[src/rtl/cmap_decode_sched_if.sv]
// Bundle of the command, cmap fetch, decoder and completion signals of the
// tile scheduler. The slave modport is the scheduler's own view, and the
// master modport is the view of whatever surrounds it.
interface cmap_decode_sched_if #(
    parameter int ZNZ_BITS  = 16,
    parameter int NUM_GROUP = 4,
    parameter int CNT_W     = 16,
    parameter int ID_W      = 4
);
    localparam int NZ_W  = $clog2(ZNZ_BITS) + 1;
    localparam int TOT_W = CNT_W + $clog2(NUM_GROUP * ZNZ_BITS) + 1;

    logic                        cmd_vld;
    logic                        cmd_rdy;
    logic [CNT_W-1:0]            cmd_nblk;
    logic [ID_W-1:0]             cmd_id;
    logic                        cmap_vld;
    logic                        cmap_rdy;
    logic [NUM_GROUP*ZNZ_BITS-1:0] cmap_data;
    logic                        dec_znz_vld;
    logic                        dec_znz_rdy;
    logic [NUM_GROUP*ZNZ_BITS-1:0] dec_znz_din;
    logic [NUM_GROUP*NZ_W-1:0]   dec_nz_num;
    logic                        dec_out_vld;
    logic                        dec_out_rdy;
    logic                        done_vld;
    logic [ID_W-1:0]             done_id;
    logic [TOT_W-1:0]            done_nz_tot;
    logic                        busy;
    logic                        err;

    modport master (
        output cmd_vld, cmd_nblk, cmd_id, cmap_vld, cmap_data,
               dec_znz_rdy, dec_out_vld, dec_out_rdy,
        input  cmd_rdy, cmap_rdy, dec_znz_vld, dec_znz_din, dec_nz_num,
               done_vld, done_id, done_nz_tot, busy, err
    );

    modport slave (
        input  cmd_vld, cmd_nblk, cmd_id, cmap_vld, cmap_data,
               dec_znz_rdy, dec_out_vld, dec_out_rdy,
        output cmd_rdy, cmap_rdy, dec_znz_vld, dec_znz_din, dec_nz_num,
               done_vld, done_id, done_nz_tot, busy, err
    );
endinterface

[src/rtl/cmap_decode_sched.sv]
// Tile-level scheduler in front of the cmap decoder. It takes one command per
// tile and forwards that tile's cmap words to the decoder, with the per-group
// popcount attached. The number of blocks in flight is capped by a credit
// budget, and every decoder output beat retires one block. When the tile is
// finished, the scheduler pulses done with the tile's total non-zero count.
module cmap_decode_sched #(
    parameter int ZNZ_BITS  = 16,
    parameter int NUM_GROUP = 4,
    parameter int CNT_W     = 16,
    parameter int MAX_OUTST = 4,
    parameter int ID_W      = 4
) (
    input logic               clk,
    input logic               rst,
    cmap_decode_sched_if.slave bus
);
    localparam int NZ_W    = $clog2(ZNZ_BITS) + 1;
    localparam int WSUM_W  = $clog2(NUM_GROUP * ZNZ_BITS) + 1;
    localparam int TOT_W   = CNT_W + WSUM_W;
    localparam int OUTST_W = $clog2(MAX_OUTST + 1);

    localparam logic [OUTST_W-1:0] OUTST_LIMIT = OUTST_W'(MAX_OUTST);
    localparam logic [OUTST_W-1:0] OUTST_ONE   = OUTST_W'(1);
    localparam logic [CNT_W-1:0]   CNT_ONE     = CNT_W'(1);

    typedef enum logic [1:0] {
        S_IDLE,
        S_ISSUE,
        S_DRAIN,
        S_DONE
    } state_t;

    state_t                    state_q, state_d;
    logic [CNT_W-1:0]          nblk_q, nblk_d;
    logic [CNT_W-1:0]          issued_q, issued_d;
    logic [CNT_W-1:0]          retired_q, retired_d;
    logic [ID_W-1:0]           id_q, id_d;
    logic [ID_W-1:0]           done_id_q, done_id_d;
    logic [OUTST_W-1:0]        outst_q, outst_d;
    logic [TOT_W-1:0]          nz_tot_q, nz_tot_d;
    logic [TOT_W-1:0]          done_tot_q, done_tot_d;
    logic                      err_q, err_d;

    logic [NUM_GROUP*NZ_W-1:0] nz_num;
    logic [WSUM_W-1:0]         word_sum;
    logic                      credit;
    logic                      issue_beat;
    logic                      retire_beat;
    logic                      retire_ok;

    // Per-group popcount of the incoming cmap word and its sum over the whole word
    always_comb begin
        logic [NZ_W-1:0] cnt;
        cnt      = '0;
        nz_num   = '0;
        word_sum = '0;
        for (int g = 0; g < NUM_GROUP; g++) begin
            cnt = '0;
            for (int b = 0; b < ZNZ_BITS; b++) begin
                cnt = cnt + NZ_W'(bus.cmap_data[g*ZNZ_BITS + b]);
            end
            nz_num[g*NZ_W +: NZ_W] = cnt;
            word_sum = word_sum + WSUM_W'(cnt);
        end
    end

    // Handshake qualifiers: a credit is free while fewer than MAX_OUTST blocks are
    // in flight, and a retire is only legal while something is outstanding
    always_comb begin
        credit      = (outst_q < OUTST_LIMIT);
        issue_beat  = (state_q == S_ISSUE) && credit && bus.cmap_vld && bus.dec_znz_rdy;
        retire_beat = bus.dec_out_vld && bus.dec_out_rdy;
        retire_ok   = retire_beat && (outst_q != '0);
    end

    // Next-state and counter update; transitions look at the post-beat counts
    always_comb begin
        state_d    = state_q;
        nblk_d     = nblk_q;
        id_d       = id_q;
        issued_d   = issued_q;
        retired_d  = retired_q;
        outst_d    = outst_q;
        nz_tot_d   = nz_tot_q;
        done_id_d  = done_id_q;
        done_tot_d = done_tot_q;
        err_d      = err_q | (retire_beat && (outst_q == '0));

        if (issue_beat) begin
            issued_d = issued_q + CNT_ONE;
            nz_tot_d = nz_tot_q + TOT_W'(word_sum);
        end
        if (retire_ok) begin
            retired_d = retired_q + CNT_ONE;
        end
        case ({issue_beat, retire_ok})
            2'b10:   outst_d = outst_q + OUTST_ONE;
            2'b01:   outst_d = outst_q - OUTST_ONE;
            default: outst_d = outst_q;
        endcase

        case (state_q)
            S_IDLE: begin
                if (bus.cmd_vld) begin
                    nblk_d    = bus.cmd_nblk;
                    id_d      = bus.cmd_id;
                    issued_d  = '0;
                    retired_d = '0;
                    nz_tot_d  = '0;
                    state_d   = (bus.cmd_nblk == '0) ? S_DONE : S_ISSUE;
                end
            end
            S_ISSUE: begin
                if (issue_beat && (issued_d == nblk_q)) begin
                    state_d = S_DRAIN;
                end
            end
            S_DRAIN: begin
                if (retired_d == nblk_q) begin
                    state_d = S_DONE;
                end
            end
            S_DONE: begin
                state_d = S_IDLE;
            end
            default: begin
                state_d = S_IDLE;
            end
        endcase

        if ((state_d == S_DONE) && (state_q != S_DONE)) begin
            done_id_d  = id_d;
            done_tot_d = nz_tot_d;
        end
    end

    // State and counter registers; reset abandons any tile in flight
    always_ff @(posedge clk or posedge rst) begin
        if (rst) begin
            state_q    <= S_IDLE;
            nblk_q     <= '0;
            id_q       <= '0;
            issued_q   <= '0;
            retired_q  <= '0;
            outst_q    <= '0;
            nz_tot_q   <= '0;
            done_id_q  <= '0;
            done_tot_q <= '0;
            err_q      <= 1'b0;
        end else begin
            state_q    <= state_d;
            nblk_q     <= nblk_d;
            id_q       <= id_d;
            issued_q   <= issued_d;
            retired_q  <= retired_d;
            outst_q    <= outst_d;
            nz_tot_q   <= nz_tot_d;
            done_id_q  <= done_id_d;
            done_tot_q <= done_tot_d;
            err_q      <= err_d;
        end
    end

    assign bus.cmd_rdy     = (state_q == S_IDLE);
    assign bus.cmap_rdy    = (state_q == S_ISSUE) && bus.dec_znz_rdy && credit;
    assign bus.dec_znz_vld = (state_q == S_ISSUE) && bus.cmap_vld && credit;
    assign bus.dec_znz_din = bus.cmap_data;
    assign bus.dec_nz_num  = nz_num;
    assign bus.done_vld    = (state_q == S_DONE);
    assign bus.done_id     = done_id_q;
    assign bus.done_nz_tot = done_tot_q;
    assign bus.busy        = (state_q != S_IDLE);
    assign bus.err         = err_q;
endmodule
[src/flat_wrapper.sv]
// flat-port wrapper written by rule: the top's interface ports become plain ports
module cmap_decode_sched_flat 
#(
    parameter int ZNZ_BITS  = 16,
    parameter int NUM_GROUP = 4,
    parameter int CNT_W     = 16,
    parameter int MAX_OUTST = 4,
    parameter int ID_W      = 4
)
  (clk, rst, bus_cmd_vld, bus_cmd_nblk, bus_cmd_id, bus_cmap_vld, bus_cmap_data, bus_dec_znz_rdy, bus_dec_out_vld, bus_dec_out_rdy, bus_cmd_rdy, bus_cmap_rdy, bus_dec_znz_vld, bus_dec_znz_din, bus_dec_nz_num, bus_done_vld, bus_done_id, bus_done_nz_tot, bus_busy, bus_err);
  cmap_decode_sched_if #(.ZNZ_BITS(ZNZ_BITS), .NUM_GROUP(NUM_GROUP), .CNT_W(CNT_W), .ID_W(ID_W)) bus_i ();
  input logic clk;
  input logic rst;
  input wire logic [$bits(bus_i.cmd_vld)-1:0] bus_cmd_vld;
  input wire logic [$bits(bus_i.cmd_nblk)-1:0] bus_cmd_nblk;
  input wire logic [$bits(bus_i.cmd_id)-1:0] bus_cmd_id;
  input wire logic [$bits(bus_i.cmap_vld)-1:0] bus_cmap_vld;
  input wire logic [$bits(bus_i.cmap_data)-1:0] bus_cmap_data;
  input wire logic [$bits(bus_i.dec_znz_rdy)-1:0] bus_dec_znz_rdy;
  input wire logic [$bits(bus_i.dec_out_vld)-1:0] bus_dec_out_vld;
  input wire logic [$bits(bus_i.dec_out_rdy)-1:0] bus_dec_out_rdy;
  output wire logic [$bits(bus_i.cmd_rdy)-1:0] bus_cmd_rdy;
  output wire logic [$bits(bus_i.cmap_rdy)-1:0] bus_cmap_rdy;
  output wire logic [$bits(bus_i.dec_znz_vld)-1:0] bus_dec_znz_vld;
  output wire logic [$bits(bus_i.dec_znz_din)-1:0] bus_dec_znz_din;
  output wire logic [$bits(bus_i.dec_nz_num)-1:0] bus_dec_nz_num;
  output wire logic [$bits(bus_i.done_vld)-1:0] bus_done_vld;
  output wire logic [$bits(bus_i.done_id)-1:0] bus_done_id;
  output wire logic [$bits(bus_i.done_nz_tot)-1:0] bus_done_nz_tot;
  output wire logic [$bits(bus_i.busy)-1:0] bus_busy;
  output wire logic [$bits(bus_i.err)-1:0] bus_err;
  assign bus_i.cmd_vld = bus_cmd_vld;
  assign bus_i.cmd_nblk = bus_cmd_nblk;
  assign bus_i.cmd_id = bus_cmd_id;
  assign bus_i.cmap_vld = bus_cmap_vld;
  assign bus_i.cmap_data = bus_cmap_data;
  assign bus_i.dec_znz_rdy = bus_dec_znz_rdy;
  assign bus_i.dec_out_vld = bus_dec_out_vld;
  assign bus_i.dec_out_rdy = bus_dec_out_rdy;
  assign bus_cmd_rdy = bus_i.cmd_rdy;
  assign bus_cmap_rdy = bus_i.cmap_rdy;
  assign bus_dec_znz_vld = bus_i.dec_znz_vld;
  assign bus_dec_znz_din = bus_i.dec_znz_din;
  assign bus_dec_nz_num = bus_i.dec_nz_num;
  assign bus_done_vld = bus_i.done_vld;
  assign bus_done_id = bus_i.done_id;
  assign bus_done_nz_tot = bus_i.done_nz_tot;
  assign bus_busy = bus_i.busy;
  assign bus_err = bus_i.err;
  cmap_decode_sched #(.ZNZ_BITS(ZNZ_BITS), .NUM_GROUP(NUM_GROUP), .CNT_W(CNT_W), .MAX_OUTST(MAX_OUTST), .ID_W(ID_W)) u_core (.clk(clk), .rst(rst), .bus(bus_i));
endmodule
[config.mk]
export PLATFORM = sky130hd
export DESIGN_NAME = cmap_decode_sched_flat
export DESIGN_NICKNAME = d
export VERILOG_FILES = /design/src/rtl/cmap_decode_sched_if.sv /design/src/rtl/cmap_decode_sched.sv /design/src/flat_wrapper.sv
export SDC_FILE = /design/constraint.sdc
export NUM_CORES = 1
export LEC_CHECK = 0
export BUFFER_PORTS_ARGS = -buffer_cell sky130_fd_sc_hd__buf_2
export CORE_MARGIN = 2
export CORE_UTILIZATION = 30
export CTS_CLUSTER_DIAMETER = 30
export DETAILED_ROUTE_END_ITERATION = 8
export GPL_ROUTABILITY_DRIVEN = 0
export REMOVE_ABC_BUFFERS = 1
export SKIP_CTS_REPAIR_TIMING = 1
export SYNTH_ARGS = -nofsm -noshare
export SYNTH_HDL_FRONTEND = slang
export SYNTH_SLANG_ARGS = --single-unit
export TNS_END_PERCENT = 20
[constraint.sdc]
create_clock -name clk -period 9.7 [get_ports clk]
set_clock_uncertainty 0.05 [all_clocks]
set_input_delay 0.97 -clock clk [delete_from_list [all_inputs] [get_ports clk]]
set_output_delay 0.97 -clock clk [all_outputs]
set_load 0.05 [all_outputs]
==> summary.md <==
| Metric | Value |
|---|---|
| Status | `finished clean` |
| Wire length of the first global-routing pass | `35,200 µm` |
| Initial DRC count | `372` |
| Antenna Nets Post-Route | `0` |
| Hold Crit Class | `flop to flop` |
| Largest cells by area after synthesis | `dfrtp_1 31%, fa_1 11%, ha_1 6.0%` |
| R2r setup slk | `5910 ps` |
| Crit path DAT | `8080 ps` |
| Boundary Pins | `208` |
| Synth top cells by count | `127 x nand2_1, 120 x inv_1, 108 x dfrtp_1` |
| Synth Cell Area | `0.00858 mm²` |
| Detailed-route via count | `6,825` |
| Yosys top cell area share | `31.5%` |
| Relative slew slack | `31.8%` |
| Worst slew pin tran | `1010 ps` |
| Drt pass-1 iters | `6` |
| Maxcap violations | `0` |
| Top-count cell post-synth | `nand2_1` |
| Die ar. | `0.0300 mm²` |
| Wire per inst | `14.9 µm` |
| Port Buffers | `207` |
| Initial antenna violation count | `0` |
| Largest net degree at the start of global routing | `75` |
| FFs w/ async S/R, synth | `100%` |
| # setup viols final | `0` |
| Worst-skew pair later-pin latency | `360 ps` |
| Crit Path Max Fanout | `7` |
| Row count | `61` |
| CTS tree | `yes` |
| #FFs+latches synth | `108` |
| CP Class | `input port to flop` |
| P&R area growth vs syn | `14.5%` |
| Htree depth | `3` |
| Hpwl dp | `17,600 µm` |
| FMAX | `127 MHz` |
| Top_reg_cell synth | `dfrtp_1` |
| Share of layout cells above drive strength 1 | `22.9%` |
| EDFF count, synth | `0` |
| CTS Buffer Depth | `2` |
| Slew Limit Fails | `0` |
| Area of the core | `0.0280 mm²` |
| Sink Count | `108` |
| Synth Warn # | `0` |
| Vias in the first global route | `6,921` |
| Starting Density | `30.6%` |
| Register area share after synthesis | `31.5%` |
| Tmin final | `7890 ps` |
| Nets | `1,267` |
| Worst setup EP type | `flop` |
| RSZ-0062 raised after global routing | `false` |
| CP required | `9890 ps` |
| Area leader, netlist | `dfrtp_1` |
| Post-Route WL | `21,900 µm` |
| Fillers | `2,934` |
| Grt total ovfl | `0` |
| Synth cell types | `69` |
| Die X | `173 µm` |
| Sum Neg Setup Slack | `0 ps` |
| Diode count | `0` |
| DRC viols | `0` |
| Period utilisation layout | `81.4%` |
| TritonCTS Buffers | `9` |
| Die Height | `173 µm` |
| Post-Synthesis Cells | `955` |
| Synth Area per Inst | `8.99 µm²` |
| Fin. Hold Viols | `0` |
| GRT Total Usage | `14.6%` |
| Type of origin of the critical path | `input port` |
| Worst-path clk slew | `80 ps` |
| Vias per inst | `4.65` |
| Root Driver | `clkbuf_16` |
==> placed cells by master, fill, tap and decap left out, drive strengths merged, types with 4 or more instances in the layout <==
master / instances
buf: 212
nand2: 128
inv: 128
dfrtp: 108
nor2: 74
fa: 49
xnor2: 48
ha: 41
xor2: 35
a21oi: 26
nand3: 23
mux2i: 21
nor3: 17
o21ai: 16
nor4: 15
nand4: 13
nor2b: 11
a21o: 11
or4: 9
nand2b: 9
clkbuf: 9
nand3b: 9
and2: 9
and3: 7
o21a: 6
mux2: 5
or3: 4
o2111ai: 4
==> final timing paths <==
kind / startpoint / endpoint / cells after the start
worst min-delay path: u_core.bus.err / u_core.bus.err / 1
worst min register to register: u_core.bus.err / u_core.bus.err / 1
min in group asynchronous: rst / u_core.issued_q[10] / 2
worst max-delay path: bus_cmap_data[0] / u_core.bus.done_nz_tot[21] / 28
worst max register to register: u_core.outst_q[1] / u_core.bus.done_id[0] / 9
max in group asynchronous: rst / u_core.retired_q[9] / 3
==> cell type report <==
cell class	instances	area [µm²]	area share (%)
clock inverters	7	63.8	0.650
well taps	378	473	4.81
repair buffers	212	1070	10.9
flip-flops and latches	108	2700	27.5
inverters	122	460	4.69
multi-input cells	633	4830	49.1
clock buffers	9	225	2.29
==> per-layer routing <==
metal	wire length [µm]	part of all wire, %	vias to the layer above	track usage (%)
li1	-	-	3307	-
met4	278	1.3	0	3.35
met1	9390	43	3261	18.1
met2	10700	49	237	25.8
met3	1460	6.7	20	3.30
met5	0	0	-	0
==> cells by family (layout without fill, tap and decap cells) <==
kind of cell,count (synthesis),count (layout),synth area share [%]
multiplexers,26,26,3.11
XOR/XNOR,83,83,8.47
AND/OR/NAND/NOR,343,343,20.1
AO/OA/AOI/OAI,91,91,7.16
buffers and inverters,214,350,12.3
adder cells (fa/ha/maj),90,90,17.4
flip-flops,108,108,31.5
==> per-stage QoR <==
step / utilization [%] / setup slack (ps) / cells / hold WS, ps / cell area [µm²]
after floorplan: - / 1410 / 863 / 387 / 7990
after CTS: 35.1 / 1770 / 1469 / 424 / 9820
after detailed placement: 34.0 / 1400 / 1453 / 405 / 9540
final: 35.1 / 1810 / 1469 / 419 / 9820
after global placement: 34.0 / 1460 / 1453 / 397 / 9540
after global routing: 35.1 / 1290 / 1469 / 447 / 9820
==> registers in the layout (all words and copies together) (netlist names) <==
signal and count:
u_core.outst_q 3, u_core.bus.done_nz_tot 23, u_core.state_q 2, u_core.retired_q 16, u_core.bus.done_id 4, u_core.nblk_q 16, u_core.nz_tot_q 23, u_core.id_q 4
u_core.bus.err 1, u_core.issued_q 16
==> critical path, cell delays in order <==
cell	delay (ps)
buf_2	100
ha_1	280
inv_1	70
fa_1	430
fa_1	490
fa_1	540
fa_1	430
fa_1	410
fa_1	560
inv_1	80
ha_1	300
a21o_1	180
a21oi_1	210
xor2_1	110
fa_1	480
inv_1	40
ha_1	320
a21oi_1	210
nor2b_1	70
o21ai_0	140
nand2b_1	80
ha_1	330
and2_1	150
a21boi_0	100
nor2_1	490
nand4_1	180
xor2_1	200
mux2i_1	90
Power is left out: the tool's default activity adds up to more than one toggle a clock period on the data nets, which glitch-free logic cannot reach.
